## src/rtl/quad_enc_counter.sv

```systemverilog
// Quadrature encoder front end: pin sync + glitch filter, x4 Gray decode, W-bit modular count with frame snapshot.
// Define ENC_INDEX_EN to build the index-pulse capture path (idx_pos_o / idx_seen_o); otherwise those outputs read 0.
module quad_enc_counter #(
  parameter int W   = 16,
  parameter int FLT = 3
) (
  input  logic         clk,
  input  logic         rst,
  input  logic         enc_a_i,
  input  logic         enc_b_i,
  input  logic         enc_idx_i,
  input  logic         snap_i,
  input  logic         clr_i,
  output logic [W-1:0] count_snap_o,
  output logic [W-1:0] idx_pos_o,
  output logic         idx_seen_o,
  output logic         err_o
);

  localparam logic [3:0] FltLast = 4'(FLT - 1);

  // One filter step for a pin: returns {accepted level, next run count}.
  function automatic logic [4:0] filterStep(input logic syncLvl, input logic filtLvl,
                                            input logic [3:0] run);
    logic [4:0] res;
    res = {filtLvl, 4'd0};
    if (syncLvl != filtLvl) begin
      if (run >= FltLast) res = {syncLvl, 4'd0};
      else                res = {filtLvl, run + 4'd1};
    end
    return res;
  endfunction

  // Position of {A,B} along the A-leads-B sequence 00 -> 10 -> 11 -> 01.
  function automatic logic [1:0] grayPos(input logic [1:0] ab);
    return {ab[0], ab[1] ^ ab[0]};
  endfunction

  logic [1:0]   abS1_q, abS2_q, abFlt_q, abFlt_d;
  logic [3:0]   aRun_q, aRun_d, bRun_q, bRun_d;
  logic [W-1:0] count_q, count_d, countSnap_q;
  logic         err_q, errSet;
  logic [1:0]   posDelta;

  always_comb begin
    {abFlt_d[1], aRun_d} = filterStep(abS2_q[1], abFlt_q[1], aRun_q);
    {abFlt_d[0], bRun_d} = filterStep(abS2_q[0], abFlt_q[0], bRun_q);
    posDelta = grayPos(abFlt_d) - grayPos(abFlt_q);
    errSet   = (posDelta == 2'd2);
    count_d  = count_q;
    if (clr_i)                  count_d = '0;
    else if (posDelta == 2'd1)  count_d = count_q + W'(1);
    else if (posDelta == 2'd3)  count_d = count_q - W'(1);
  end

  // A set event in the same cycle as snap wins, so the frame after it still sees the flag.
  always_ff @(posedge clk or posedge rst) begin
    if (rst) begin
      abS1_q      <= '0;
      abS2_q      <= '0;
      abFlt_q     <= '0;
      aRun_q      <= '0;
      bRun_q      <= '0;
      count_q     <= '0;
      countSnap_q <= '0;
      err_q       <= 1'b0;
    end else begin
      abS1_q  <= {enc_a_i, enc_b_i};
      abS2_q  <= abS1_q;
      abFlt_q <= abFlt_d;
      aRun_q  <= aRun_d;
      bRun_q  <= bRun_d;
      count_q <= count_d;
      if (snap_i) countSnap_q <= count_q;
      err_q   <= errSet | (err_q & ~snap_i);
    end
  end

  assign count_snap_o = countSnap_q;
  assign err_o        = err_q;

`ifdef ENC_INDEX_EN
  logic         idxS1_q, idxS2_q, idxFlt_q, idxFlt_d, idxRise;
  logic [3:0]   idxRun_q, idxRun_d;
  logic [W-1:0] idxPos_q;
  logic         idxSeen_q;

  always_comb begin
    {idxFlt_d, idxRun_d} = filterStep(idxS2_q, idxFlt_q, idxRun_q);
    idxRise = idxFlt_d & ~idxFlt_q;
  end

  // idx_pos takes the post-update count so a coincident step or clr is included.
  always_ff @(posedge clk or posedge rst) begin
    if (rst) begin
      idxS1_q   <= 1'b0;
      idxS2_q   <= 1'b0;
      idxFlt_q  <= 1'b0;
      idxRun_q  <= '0;
      idxPos_q  <= '0;
      idxSeen_q <= 1'b0;
    end else begin
      idxS1_q   <= enc_idx_i;
      idxS2_q   <= idxS1_q;
      idxFlt_q  <= idxFlt_d;
      idxRun_q  <= idxRun_d;
      if (idxRise) idxPos_q <= count_d;
      idxSeen_q <= idxRise | (idxSeen_q & ~snap_i);
    end
  end

  assign idx_pos_o  = idxPos_q;
  assign idx_seen_o = idxSeen_q;
`else
  logic unusedIdx;
  assign unusedIdx  = enc_idx_i;
  assign idx_pos_o  = '0;
  assign idx_seen_o = 1'b0;
`endif

endmodule

```

## config.mk

```make
export PLATFORM = sky130hd
export DESIGN_NAME = quad_enc_counter
export DESIGN_NICKNAME = d
export VERILOG_FILES = /design/src/rtl/quad_enc_counter.sv
export SDC_FILE = /design/constraint.sdc
export NUM_CORES = 1
export LEC_CHECK = 0
export BUFFER_PORTS_ARGS = -buffer_cell sky130_fd_sc_hd__buf_2
export CORE_MARGIN = 5
export CORE_UTILIZATION = 57
export DETAILED_ROUTE_END_ITERATION = 10
export GPL_TIMING_DRIVEN = 0
export HOLD_SLACK_MARGIN = 0.05
export PLACE_DENSITY = 0.83
export SYNTH_ARGS = -nofsm -noshare
export SYNTH_HDL_FRONTEND = slang
export SYNTH_SLANG_ARGS = --single-unit
export TNS_END_PERCENT = 100
```

## constraint.sdc

```tcl
create_clock -name clk -period 9.5 [get_ports clk]
set_input_delay 1.425 -clock clk [delete_from_list [all_inputs] [get_ports clk]]
set_output_delay 1.425 -clock clk [all_outputs]
set_load 0.005 [all_outputs]
```

Word-level counts from Yosys, hierarchy flattened --
Index checks and enable logic that the tools add are counted.
Operators by class: reduce and logical (&&, ||, !) cells 1, magnitude comparators 2, equal/unequal tests 5, muxes and demuxes 7, add/subtract/negate cells 5, bitwise logic cells 5
Operators by type and width (count):
- $mux 16 | 3
- $mux 5 | 4
- $add 16x1->16 const B | 1
- $sub 16x1->16 const B | 1
- $add 4x1->4 const B | 2
- $ge 4x2->1 const B | 2
- $eq 2x2->1 const B | 2
- $reduce_bool 3->1 | 1
- $eq 2x1->1 const B | 1
- $ne 1x1->1 | 2
- $sub 2x2->2 | 1
- $xor 1x1->1 | 2
- $and 1x1->1 | 1
- $not 1->1 | 1
- $or 1x1->1 | 1
Word-level totals: register bits 47, logic and storage cells 33, input bits 7

Logic depth before layout (Yosys ltp) --
Gate-level depths: netlist (run 1).
word-level depth 9, gate-level depth with buffers 16, depth with buffers taken out 15

Least setup slack after synthesis (run 1) --
OpenSTA, ideal clock, no wires.
path type register -> register, start point register aRun_q[0], end point register count_q[15], arrival time 3976 ps, clock period less this slack 4103 ps, path buffers 0, cell stages (with the launch flop) 16, library setup time 128 ps, path slack 5397 ps, cells stage by stage dfrtp_1 inv_1 ha_1 nor4_1 mux2_2 xnor2_1 ha_1 xor2_1 nand2_1 ha_1 a21oi_1 o211ai_2 a221oi_4 o2bb2ai_2 mux2i_1 mux2_1
Between the ends: word-level cells in the longest chain between the ends 8
Ends and longest elaborated chain:
- from (decl) | line 40 | logic [3:0] aRun_q, aRun_d, bRun_q, bRun_d;
- from (signal assigned) | line 71 | aRun_q <= aRun_d;
- $ge 4x2->1 * | line 28 | if (run >= FltLast) res = {syncLvl, 4'd0};
- $mux 5 * | line 28
- $mux 5 * | line 27 | if (syncLvl != filtLvl) begin
- net abFlt_d[1] | line 39 | logic [1:0] abS1_q, abS2_q, abFlt_q, abFlt_d;
- $xor 1x1->1 * | line 36 | return {ab[0], ab[1] ^ ab[0]};
- $sub 2x2->2 * | line 48 | posDelta = grayPos(abFlt_d) - grayPos(abFlt_q);
- $eq 2x1->1 | line 52 | else if (posDelta == 2'd1) count_d = count_q + W'(1);
- $mux 16 | line 52
- $mux 16 | line 51 | if (clr_i) count_d = '0;
- to (signal assigned) | line 73 | count_q <= count_d;
- to (decl) | line 41 | logic [W-1:0] count_q, count_d, countSnap_q;
Mark *: on every way through the listed nets, which the timed path passes. The rest lies on a longest branch. A chain may end at the register's enable or synchronous reset.

Worst setup path in the final report (run 1) --
Same ends and word-level chain as after synthesis.

==> results.md, run 1 <==
* Area enclosed by the die boundary at 0.00624 mm2
* HPWL reported at the end of detailed placement at 3.88 mm
* RePlAce Congestion at 0.892
* Number of buffers inserted by post-CTS setup repair at 0
* Nets@finish at 330
* Share of synthesized area occupied by flip-flops and latches at 43.3%
* Accumulated negative setup slack at 0 ns
* Fraction of layout cells with a size suffix above 1 at 25.6%
* Mapped Area at 0.00272 mm2
* Post-cts hold buffer count at 0
* Max-Slew Margin vs Limit at 51.1%
* Worst-path cell with the longest stage delay: sky130_fd_sc_hd__ha_1
* Static leakage at 1.56 nW
* Clock buffers created by TritonCTS at 5
* Number of synthesis warnings at 0
* Clock tree from TritonCTS: done
* Maximum number of pins on one net before global-route repair at 37
* Global-route usage over all layers at 18.6%
* Final period demand of the worst path at 4.80 ns
* Result of the run: complete, no violations
* Required time at the endpoint of the critical path at 9.69 ns
* Cell count after synthesis at 253
* Insertion delay to the later sink of the worst-skew pair at 0.31 ns
* Period utilization at 50.6%
* Number of clock sinks at 47
* Worst-case clock skew at 0.00376 ns
* Post-synth top flop: sky130_fd_sc_hd__dfrtp_1
* Core area at 0.00466 mm2
* Number of cells upsized or downsized after cts at 0
* Kind of capture point of the worst setup path: register
* Setup Slack @ Placement at 4.75 ns
* Boundary Pins at 41
* Clock Tree Buf Depth at 2
* Highest attainable clock frequency at 0.208 GHz
* First-pass iteration count of the detailed router at 4
* Number of max-slew violations in the final report at 0
* # rows at 25
* First-pass GRT wire length at 9.10 mm
* Top cell family by delay on the critical path: multiplexers
* Arrival @ worst endpoint at 4.99 ns
* Worst setup slack after layout at 4.70 ns
* Vias in the first global route at 1,907
* Critical Path Start Type: register
* Worst supply voltage drop on vdd at 219 uV
* Category of the most critical setup path: register to register
* Crit path max fanout at 19
* Power per standard cell area at 370 mW/mm2
* Antenna diode count at 0
* Total congestion overflow after global routing at 0
* Count of filler cells inserted in the layout at 358
* Number of distinct library cells after synthesis at 49
* Reg clk slew, reported paths at 0.09 ns
* Number of synthesized flops with an enable pin at 0
* Transition time at the pin with the least slew margin at 0.731 ns
* Initial antenna violation count at 0
* Count of routing violations after the opening detailed-route iteration at 96
* Buffers and inverters on the worst path at 1
* Fraction of registers with async set or reset after synthesis at 100%
* # DRC at 0
* Most Frequent Cell on Critical Path: sky130_fd_sc_hd__ha_1
* Vertical extent of the die at 79.0 um
* Flop and latch count out of synthesis at 47
* Initial Utilization at 58.3%
* Yosys top cell area share at 43.3%
* Routed vias at 1,900
* Worst-path cell chain: inv_1, ha_1, nor4_1, mux2_2, xnor2_1, ha_1, xor2_1, nand2_1, ha_1, a21oi_1, o211ai_2, a221oi_4, o2bb2ai_2, mux2i_1, mux2_1
* Final-report setup violation count at 0
* Die span in x at 79.0 um
* Largest stage delay on the critical path at 0.56 ns
* Detailed-route wire length per cell at 14.5 um
* Synthesis-to-layout area growth at 13.8%
* Max-cap violations at 0
* RSZ-0062 raised after global routing: false
* Residual antenna-violating net count after detailed routing at 0
* DRT Wirelength at 5.15 mm
* Largest area contributor in the synthesized netlist: sky130_fd_sc_hd__dfrtp_1
* Kind of path behind the tightest hold check: register to register
* Count of final hold-check violations at 0
* Input/output buffers at 21
* Number of vias per cell at 5.35
* Post-synthesis average cell area at 10.7 um2
* Main area contributors after synthesis: sky130_fd_sc_hd__dfrtp_1 43%, sky130_fd_sc_hd__ha_1 10%, sky130_fd_sc_hd__mux2_2 7.5%
* Root Buffer: sky130_fd_sc_hd__clkbuf_8
* CTS H-tree depth at 2
-- worst paths after layout --
check	from	to	slack [ns]	cells past startpoint
hold reg to reg	abS1_q[1]	abS2_q[1]	0.35	0
setup reg to reg	aRun_q[0]	count_q[15]	4.70	15
min in group asynchronous	rst	count_snap_o[3]	1.04	2
setup / recovery	aRun_q[0]	count_q[15]	4.70	15
max in group asynchronous	rst	count_q[13]	8.00	3
hold / removal	abS1_q[1]	abS2_q[1]	0.35	0
-- sequential cells by signal (all words and copies together) (netlist names) --
name	flops
abS1_q	2
aRun_q	4
count_q	16
count_snap_o	16
err_o	1
abFlt_q	2
abS2_q	2
bRun_q	4
-- stage by stage --
step | util (%) | total power [mW] | hold slack [ns] | std cells | instance area, um2
detailed placement | 63.8 | 0.987 | 0.339 | 347 | 2980
global placement | 63.4 | 0.966 | 0.343 | 346 | 2960
floorplan | - | 0.841 | 0.331 | 271 | 2780
global route | 66.3 | 1.25 | 0.358 | 355 | 3090
CTS | 66.3 | 1.15 | 0.358 | 355 | 3090
finish | 66.3 | 1.14 | 0.355 | 355 | 3090
-- layout by cell type, fill, tap and decap left out, types with 2 or more instances in the layout --
master,n
sky130_fd_sc_hd__nand4_1,2
sky130_fd_sc_hd__o21ai_0,7
sky130_fd_sc_hd__mux2i_1,3
sky130_fd_sc_hd__a21o_1,3
sky130_fd_sc_hd__nor2_1,15
sky130_fd_sc_hd__conb_1,19
sky130_fd_sc_hd__or2_2,2
sky130_fd_sc_hd__buf_4,17
sky130_fd_sc_hd__xor2_1,6
sky130_fd_sc_hd__mux2_2,18
sky130_fd_sc_hd__inv_1,6
sky130_fd_sc_hd__nand3_1,4
sky130_fd_sc_hd__o211ai_2,2
sky130_fd_sc_hd__clkbuf_1,7
sky130_fd_sc_hd__clkbuf_8,5
sky130_fd_sc_hd__xnor2_1,10
sky130_fd_sc_hd__ha_1,22
sky130_fd_sc_hd__buf_2,21
sky130_fd_sc_hd__a21oi_1,17
sky130_fd_sc_hd__o21bai_1,2
sky130_fd_sc_hd__and3_1,3
sky130_fd_sc_hd__nor2b_1,4
sky130_fd_sc_hd__o211ai_1,3
sky130_fd_sc_hd__a211oi_1,2
sky130_fd_sc_hd__nand2_1,20
sky130_fd_sc_hd__dfrtp_1,47
sky130_fd_sc_hd__a21boi_0,2
sky130_fd_sc_hd__nor3_1,3
sky130_fd_sc_hd__nand2b_1,2
-- Yosys cell counts, types with 2 or more instances --
| library cell | number |
|---|---|
| sky130_fd_sc_hd__a21boi_0 | 2 |
| sky130_fd_sc_hd__a21o_1 | 3 |
| sky130_fd_sc_hd__nand2_1 | 20 |
| sky130_fd_sc_hd__inv_1 | 7 |
| sky130_fd_sc_hd__nand4_1 | 2 |
| sky130_fd_sc_hd__dfrtp_1 | 47 |
| sky130_fd_sc_hd__xnor2_1 | 10 |
| sky130_fd_sc_hd__o21bai_1 | 2 |
| sky130_fd_sc_hd__nor3_1 | 3 |
| sky130_fd_sc_hd__a211oi_1 | 2 |
| sky130_fd_sc_hd__nand3_1 | 4 |
| sky130_fd_sc_hd__nor2b_1 | 4 |
| sky130_fd_sc_hd__o211ai_2 | 2 |
| sky130_fd_sc_hd__xor2_1 | 6 |
| sky130_fd_sc_hd__nor2_1 | 15 |
| sky130_fd_sc_hd__o21ai_0 | 7 |
| sky130_fd_sc_hd__buf_4 | 17 |
| sky130_fd_sc_hd__ha_1 | 22 |
| sky130_fd_sc_hd__or2_2 | 2 |
| sky130_fd_sc_hd__mux2i_1 | 3 |
| sky130_fd_sc_hd__a21oi_1 | 17 |
| sky130_fd_sc_hd__clkbuf_1 | 7 |
| sky130_fd_sc_hd__mux2_2 | 18 |
| sky130_fd_sc_hd__and3_1 | 3 |
| sky130_fd_sc_hd__o211ai_1 | 3 |
| sky130_fd_sc_hd__nand2b_1 | 2 |
-- metal layers --
| metal | vias to the layer above | wire, um | track usage (%) |
|---|---|---|---|
| met3 | 9 | 223 | 3.97 |
| met5 | - | 0 | 0 |
| met2 | 40 | 2620 | 31.3 |
| met4 | 0 | 95 | 6.70 |
| li1 | 943 | - | - |
| met1 | 908 | 2210 | 23.7 |
-- power breakdown --
part	leakage, nW	switching (mW)	internal, mW	total, mW
Clock	0.0548	0.0697	0.0792	0.149
Combinational	0.898	0.386	0.315	0.701
Sequential	0.609	0.0378	0.254	0.292
Total	1.56	0.493	0.649	1.14
-- final cells by class --
type	count	area, um2	area share [%]
flip-flops and latches	47	1180	38.1
repair buffers	22	125	4.05
clock inverters	3	46.3	1.50
inverters	7	26.3	0.850
multi-input cells	191	1410	45.7
plain buffers	26	169	5.47
well taps	54	67.6	2.19
clock buffers	5	68.8	2.23
-- cell families (layout without fill, tap and decap cells) --
logic type / after synthesis / after routing / synth area share (%)
AOI/OAI and AO/OA: 50 / 50 / 13.3
xor gates and xnor gates: 16 / 16 / 5.16
adders and majority gates: 23 / 23 / 10.9
buffers and inverters: 33 / 63 / 7.19
DFF: 47 / 47 / 43.3
muxes: 22 / 22 / 8.99
other: 1 / 19 / 0.138
and+or+nand+nor: 61 / 61 / 11.0
Power figures use the tool's default switching activity.
==> run 2: changes to the inputs <==
Settings changed: ABC_AREA set to 1.
Clock period 9.5 ns to 4.44 ns, I/O delays scaled along.
==> results.md, run 2 <==
* Post-synth top flop: sky130_fd_sc_hd__dfrtp_1
* Largest area contributor in the synthesized netlist: sky130_fd_sc_hd__dfrtp_1
* Internal Dissipation at 1.14 mW (+75%)
* Required time at the endpoint of the critical path at 4.65 ns (-5.04 ns)
* Yosys top cell area share at 42.3% (-1.0 points)
* Power per standard cell area at 676 mW/mm2 (+83%)
* Final Total Pwr at 2.14 mW (+87%)
* Max-cap violations at 0 (unchanged)
* Reg clk slew, reported paths at 0.09 ns (about the same)
* Number of synthesis warnings at 0 (unchanged)
* Worst-case clock skew at 0.00562 ns (+0.00186 ns)
* # DRC at 0 (unchanged)
* Critical Path Start Type: register
* Die span in x at 79.9 um (+1.1%)
* Mapped Area at 0.00278 mm2 (+2.4%)
* Part of the power in registers at 28.8% (+3.2 points)
* RePlAce Congestion at 0.888 (-0.39%)
* Worst supply voltage drop on vdd at 400 uV (+83%)
* Most common library cell in the layout ignoring fill and taps: sky130_fd_sc_hd__nand2_1
* Final period demand of the worst path at 3.55 ns (-1.25 ns)
* Fraction of layout cells with a size suffix above 1 at 19.2% (-6.4 points)
* Static leakage at 1.78 nW (+14%)
* Final-report setup violation count at 0 (unchanged)
* Boundary Pins at 41 (unchanged)
* # rows at 25 (unchanged)
* Max-Slew Margin vs Limit at 62.6% (+12 points)
* Insertion delay to the later sink of the worst-skew pair at 0.31 ns (about the same)
* Post-cts hold buffer count at 0 (unchanged)
* Switching share of total power at 46.8% (+3.6 points)
* Period utilization at 80.0% (+29 points)
* Part of the power in the clock network at 13.1% (about the same)
* Count of filler cells inserted in the layout at 384 (+7.3%)
* HPWL reported at the end of detailed placement at 4.24 mm (+9.4%)
* Most used cells in the layout excluding fill and tap cells: 86 x sky130_fd_sc_hd__nand2_1, 47 x sky130_fd_sc_hd__dfrtp_1, 36 x sky130_fd_sc_hd__inv_1
* Root Buffer: sky130_fd_sc_hd__clkbuf_8
* Highest attainable clock frequency at 0.281 GHz (+35%)
* Clock tree from TritonCTS: done
* Number of clock sinks at 47 (unchanged)
* Vertical extent of the die at 79.9 um (+1.1%)
* Logic pwr share at 58.1% (-3.3 points)
* Synthesis-to-layout area growth at 13.7%
* Vias in the first global route at 2,150 (+13%)
* Post-synthesis average cell area at 8.28 um2 (-23%)
* Number of max-slew violations in the final report at 0 (unchanged)
* Count of final hold-check violations at 0 (unchanged)
* First-pass GRT wire length at 9.67 mm (+6.3%)
* DRT Wirelength at 5.48 mm (+6.4%)
* Cell count after synthesis at 336 (+33%)
* Worst-case reg-to-reg path depth at 20 (+5)
* Crit path max fanout at 19 (unchanged)
* Residual antenna-violating net count after detailed routing at 0 (unchanged)
* Initial antenna violation count at 0 (unchanged)
* Sw power at 1.00 mW (+100%)
* Kind of capture point of the worst setup path: register
* Antenna diode count at 0 (unchanged)
* Number of vias per cell at 4.94 (-7.6%)
* Clock buffers created by TritonCTS at 5 (unchanged)
* Flop and latch count out of synthesis at 47 (unchanged)
* Routed vias at 2,235 (+18%)
* First-pass iteration count of the detailed router at 4 (unchanged)
* Area enclosed by the die boundary at 0.00638 mm2 (+2.1%)
* Initial Utilization at 58.9% (+0.63 points)
* Transition time at the pin with the least slew margin at 0.560 ns (-0.171 ns)
* Kind of path behind the tightest hold check: primary input to async pin
* RSZ-0062 raised after global routing: false
* CTS H-tree depth at 2 (unchanged)
* Number of cells upsized or downsized after cts at 0 (unchanged)
* Nets@finish at 414 (+25%)
* Number of distinct library cells after synthesis at 30 (-39%)
* Worst hold slack at 0.326 ns (-0.0288 ns)
* Global-route usage over all layers at 19.5% (+0.87 points)
* Count of routing violations after the opening detailed-route iteration at 80 (-17%)
* Input/output buffers at 22 (+4.8%)
* Core area at 0.00472 mm2 (+1.3%)
* Share of synthesized area occupied by flip-flops and latches at 42.3% (-1.0 points)
* Maximum number of pins on one net before global-route repair at 32 (-14%)
* Number of synthesized flops with an enable pin at 0 (unchanged)
* Number of buffers inserted by post-CTS setup repair at 0 (unchanged)
* Detailed-route wire length per cell at 12.1 um (-16%)
* Fraction of registers with async set or reset after synthesis at 100% (unchanged)
* Accumulated negative setup slack at 0 ns (unchanged)
* Dominant cell by count in the synthesized netlist: sky130_fd_sc_hd__nand2_1
* Arrival @ worst endpoint at 3.76 ns (-1.23 ns)
* Main area contributors after synthesis: sky130_fd_sc_hd__dfrtp_1 42%, sky130_fd_sc_hd__nand2_1 12%, sky130_fd_sc_hd__ha_1 9.9%
* Category of the most critical setup path: register to register
* Result of the run: complete, no violations
* Most frequent cells after synthesis: 86 x sky130_fd_sc_hd__nand2_1, 47 x sky130_fd_sc_hd__dfrtp_1, 37 x sky130_fd_sc_hd__inv_1, 26 x sky130_fd_sc_hd__nor2_1, 22 x sky130_fd_sc_hd__ha_1
* Clock Tree Buf Depth at 2 (unchanged)
* Total congestion overflow after global routing at 0 (unchanged)
## run 2: final cells by class
class / count / area [um2] / share of cell area [%]
Multi-Input combinational cell: 248 / 1390 / 43.8
Sequential cell: 47 / 1180 / 37.2
Inverter: 39 / 146 / 4.63
Buffer: 20 / 141 / 4.47
Timing Repair Buffer: 23 / 130 / 4.12
Tap cell: 67 / 83.8 / 2.65
Clock buffer: 6 / 82.6 / 2.61
Clock inverter: 2 / 16.3 / 0.514
## run 2: routing by layer
metal	vias to the layer above	share of wire (%)	GRT usage, %
met5	-	0	0
li1	1143	-	-
met4	0	2.3	8.11
met1	1028	45	25.2
met3	15	4.4	4.29
met2	49	48	31.6
## run 2: worst max-delay path: stages, from the launching register on
cell	delay, ns
sky130_fd_sc_hd__dfrtp_1	0.39
sky130_fd_sc_hd__inv_1	0.05
sky130_fd_sc_hd__ha_1	0.18
sky130_fd_sc_hd__nor2_1	0.15
sky130_fd_sc_hd__nand2_2	0.12
sky130_fd_sc_hd__o21ai_1	0.20
sky130_fd_sc_hd__xnor2_1	0.11
sky130_fd_sc_hd__ha_1	0.33
sky130_fd_sc_hd__inv_1	0.13
sky130_fd_sc_hd__nand3_2	0.40
sky130_fd_sc_hd__ha_1	0.55
sky130_fd_sc_hd__nand2_2	0.12
sky130_fd_sc_hd__inv_2	0.04
sky130_fd_sc_hd__nand2_1	0.11
sky130_fd_sc_hd__nand2_1	0.06
sky130_fd_sc_hd__a21oi_1	0.15
sky130_fd_sc_hd__nand2_1	0.10
sky130_fd_sc_hd__inv_1	0.06
sky130_fd_sc_hd__nand2_1	0.05
sky130_fd_sc_hd__nand3_1	0.07
sky130_fd_sc_hd__nand2_1	0.06
## run 2: logic make-up (layout without fill, tap and decap cells)
family                     count (synthesis)  after routing  share of synthesized area (%)
AOI/OAI and AO/OA                         41             41                           7.87
xor gates and xnor gates                   5              5                           1.57
buffers and inverters                     59             90                           10.3
adders and majority gates                 23             23                           10.6
and+or+nand+nor                          149            149                           22.7
muxes                                     11             11                           4.45
other                                      1             19                          0.135
DFF                                       47             47                           42.3
## run 2: final timing paths
| path | startpoint | to | slack (ns) |
|---|---|---|---|
| worst min-delay path | rst | aRun_q[3] | 0.33 |
| min in group clk | abS1_q[1] | abS2_q[1] | 0.36 |
| max in group asynchronous | rst | count_snap_o[11] | 3.63 |
| worst max register to register | bRun_q[0] | count_q[15] | 0.89 |
| worst max-delay path | bRun_q[0] | count_q[15] | 0.89 |
| worst min register to register | abS1_q[1] | abS2_q[1] | 0.36 |
## run 2: power by group through the flow
| stage | combinational, mW | sequential (mW) | clock, mW |
|---|---|---|---|
| 2_1_floorplan | 0.957 | 0.614 | 0 |
| 3_3_place_gp | 1.18 | 0.619 | 0 |
| 3_5_place_dp | 1.23 | 0.625 | 0 |
| 4_1_cts | 1.24 | 0.616 | 0.288 |
| 5_1_grt | 1.43 | 0.634 | 0.309 |
| 6_report | 1.24 | 0.616 | 0.280 |
## run 2: metrics by stage
step           util (%)  worst slack [ns]  cells  cell area (um2)
2_1_floorplan         -              1.41    354             2850
3_3_place_gp       64.4              1.01    443             3040
3_5_place_dp       64.8             0.936    444             3060
4_1_cts            66.9             0.905    452             3160
5_1_grt            66.9             0.566    452             3160
6_report           66.9             0.887    452             3160
==> run 3: changes to the inputs <==
Settings changed: ABC_AREA 1 to 0.
Clock period 4.44 ns to 3.7 ns, I/O delays scaled along.
==> results.md, run 3 (synthesized netlist as in run 1, its figures left out) <==
* Period utilization at 105% (+25 points)
* Largest stage delay on the critical path at 0.39 ns (-0.16 ns)
* Most Frequent Cell on Critical Path: sky130_fd_sc_hd__ha_4
* Boundary Pins at 41 (unchanged)
* Detailed-route wire length per cell at 18.0 um (+48%)
* Number of vias per cell at 5.72 (+16%)
* First-pass GRT wire length at 10.6 mm (+9.8%)
* HPWL reported at the end of detailed placement at 4.14 mm (-2.4%)
* Static leakage at 1.74 nW (-2.4%)
* DRT Wirelength at 6.79 mm (+24%)
* Clock Tree Buf Depth at 2 (unchanged)
* Final period demand of the worst path at 3.87 ns (+0.317 ns)
* Die span in x at 79.0 um (-1.1%)
* Failing checks: setup timing
* Max-cap violations at 0 (unchanged)
* Number of max-slew violations in the final report at 0 (unchanged)
* Required time at the endpoint of the critical path at 3.90 ns (-0.75 ns)
* Worst setup slack after layout at -0.170 ns (-1.06 ns)
* RePlAce Congestion at 0.917 (+3.2%)
* Number of clock sinks at 47 (unchanged)
* Count of routing violations after the opening detailed-route iteration at 185 (+130%)
* Worst hold slack at 0.210 ns (-0.115 ns)
* First-pass iteration count of the detailed router at 4 (unchanged)
* Vertical extent of the die at 79.0 um (-1.1%)
* Fraction of layout cells with a size suffix above 1 at 43.5% (+24 points)
* Global-route usage over all layers at 21.9% (+2.5 points)
* Post-cts hold buffer count at 0 (unchanged)
* Insertion delay to the later sink of the worst-skew pair at 0.31 ns (about the same)
* Worst supply voltage drop on vdd at 624 uV (+56%)
* Critical Path Start Type: register
* Highest attainable clock frequency at 0.258 GHz (-8.2%)
* Vias in the first global route at 2,236 (+4.0%)
* Result of the run: finished, violations left
* Transition time at the pin with the least slew margin at 0.721 ns (+0.161 ns)
* Synthesis-to-layout area growth at 34.3%
* Buffers and inverters on the worst path at 1 (-3)
* Final-report setup violation count at 7 (+7)
* Maximum number of pins on one net before global-route repair at 32 (unchanged)
* RSZ-0062 raised after global routing: true
* Initial antenna violation count at 0 (unchanged)
* Routed vias at 2,161 (-3.3%)
* Residual antenna-violating net count after detailed routing at 0 (unchanged)
* Input/output buffers at 21 (-4.5%)
* Nets@finish at 353 (-15%)
* Clock buffers created by TritonCTS at 5 (unchanged)
* Worst-path cell chain: inv_2, ha_4, nor4_4, mux2_4, xnor2_2, ha_2, xor2_4, nand2_8, ha_4, a211oi_4, o211ai_2, a221oi_4, o2bb2ai_2, mux2i_1, mux2_1
* Count of final hold-check violations at 0 (unchanged)
* Area taken by flip-flops and latches at 0.00118 mm2 (unchanged)
* Accumulated negative setup slack at -0.659 ns (-0.659 ns)
* Category of the most critical setup path: register to register
* Area occupied by multi-input gates at 0.00177 mm2 (+28%)
* # DRC at 0 (unchanged)
* Antenna diode count at 0 (unchanged)
* Most common library cell in the layout ignoring fill and taps: sky130_fd_sc_hd__dfrtp_1
* Worst reg2reg startpoint: aRun_q[0]
* CTS H-tree depth at 2 (unchanged)
* Area enclosed by the die boundary at 0.00624 mm2 (-2.1%)
* # rows at 25 (unchanged)
* Top cell family by delay on the critical path: multiplexers
* Clock tree from TritonCTS: done
* Crit path max fanout at 8 (-11)
* Reg clk slew, reported paths at 0.09 ns (about the same)
* Count of filler cells inserted in the layout at 272 (-29%)
* Kind of capture point of the worst setup path: register
* Kind of path behind the tightest hold check: primary input to async pin
* Arrival @ worst endpoint at 4.07 ns (+0.31 ns)
* Power per standard cell area at 1050 mW/mm2 (+56%)
* Initial Utilization at 58.3% (-0.63 points)
* Root Buffer: sky130_fd_sc_hd__clkbuf_8
* Max-Slew Margin vs Limit at 51.9% (-11 points)
* Total congestion overflow after global routing at 0 (unchanged)
* Worst-case clock skew at 0.00689 ns (+0.00128 ns)
* Final Total Pwr at 3.84 mW (+79%)
* Critical path origin: aRun_q[0]
* Worst-path cell with the longest stage delay: sky130_fd_sc_hd__dfrtp_1
* Core area at 0.00466 mm2 (-1.3%)
* Most used cells in the layout excluding fill and tap cells: 47 x sky130_fd_sc_hd__dfrtp_1, 37 x sky130_fd_sc_hd__buf_4, 21 x sky130_fd_sc_hd__buf_2
## run 3: changes by cell type in the layout (fill, tap and decap cells not counted), sizes merged, moves of 5 or more
cell    before  now
buf         42   64
clkbuf       7   12
inv         39    8
nor2        27   15
a21oi       22   17
nand2       92   21
mux2        11   19
o21ai       14    7
xnor2        3   10
nand3       22    4
o211ai       0    5
## run 3: per-layer routing
metal	GRT usage (%)	wire length, um
met1	26.3	2700
met2	38.1	3490
met3	3.74	350
met4	10.5	254
met5	0	0
## run 3: layout make-up
type,count,share of cell area (%)
repair buffers,46,9.02
clock inverters,2,1.06
flip-flops and latches,47,32.2
multi-input cells,192,48.6
well taps,54,1.85
clock buffers,6,2.26
inverters,7,0.720
plain buffers,24,4.22
## run 3: worst paths after layout
kind / cells past startpoint / slack [ns] / to
max reg2reg: 15 / -0.17 / count_q[15]
min in group clk: 1 / 0.34 / abS1_q[0]
min reg2reg: 0 / 0.37 / abS2_q[0]
min: 2 / 0.21 / count_q[3]
max in group asynchronous: 3 / 3.01 / aRun_q[0]
max: 15 / -0.17 / count_q[15]
## run 3: what timing repair did
action | CTS | global route
endpoints found under the setup margin | 9 | 9
pin swaps | 18 | 29
cloned | 1 | 0
buffers inserted | 14 | 12
resized for setup | 14 | 32
## run 3: where the power goes
group	internal [mW]	switching [mW]
clock network	0.222	0.186
logic	1.30	1.34
registers	0.653	0.132
## run 3: through the flow
stage / instance area (um2) / util, % / std cells / setup slack [ns]
6_report: 3650 / 78.3 / 378 / -0.170
5_1_grt: 3650 / 78.3 / 378 / -0.335
4_1_cts: 3420 / 73.5 / 368 / -0.136
3_5_place_dp: 3120 / 67.0 / 347 / -0.410
3_3_place_gp: 3100 / 66.5 / 346 / -0.309
2_1_floorplan: 2930 / - / 271 / -0.0111
## run 3: worst reg2reg max path, delay by kind of cell (launching register included)
family                     cells  cell delay [ns]
AOI/OAI and AO/OA              4             0.86
xor gates and xnor gates       2             0.42
adders and majority gates      3             0.65
buffers and inverters          1             0.06
DFF                            1             0.39
muxes                          3             0.91
and+or+nand+nor                2             0.47
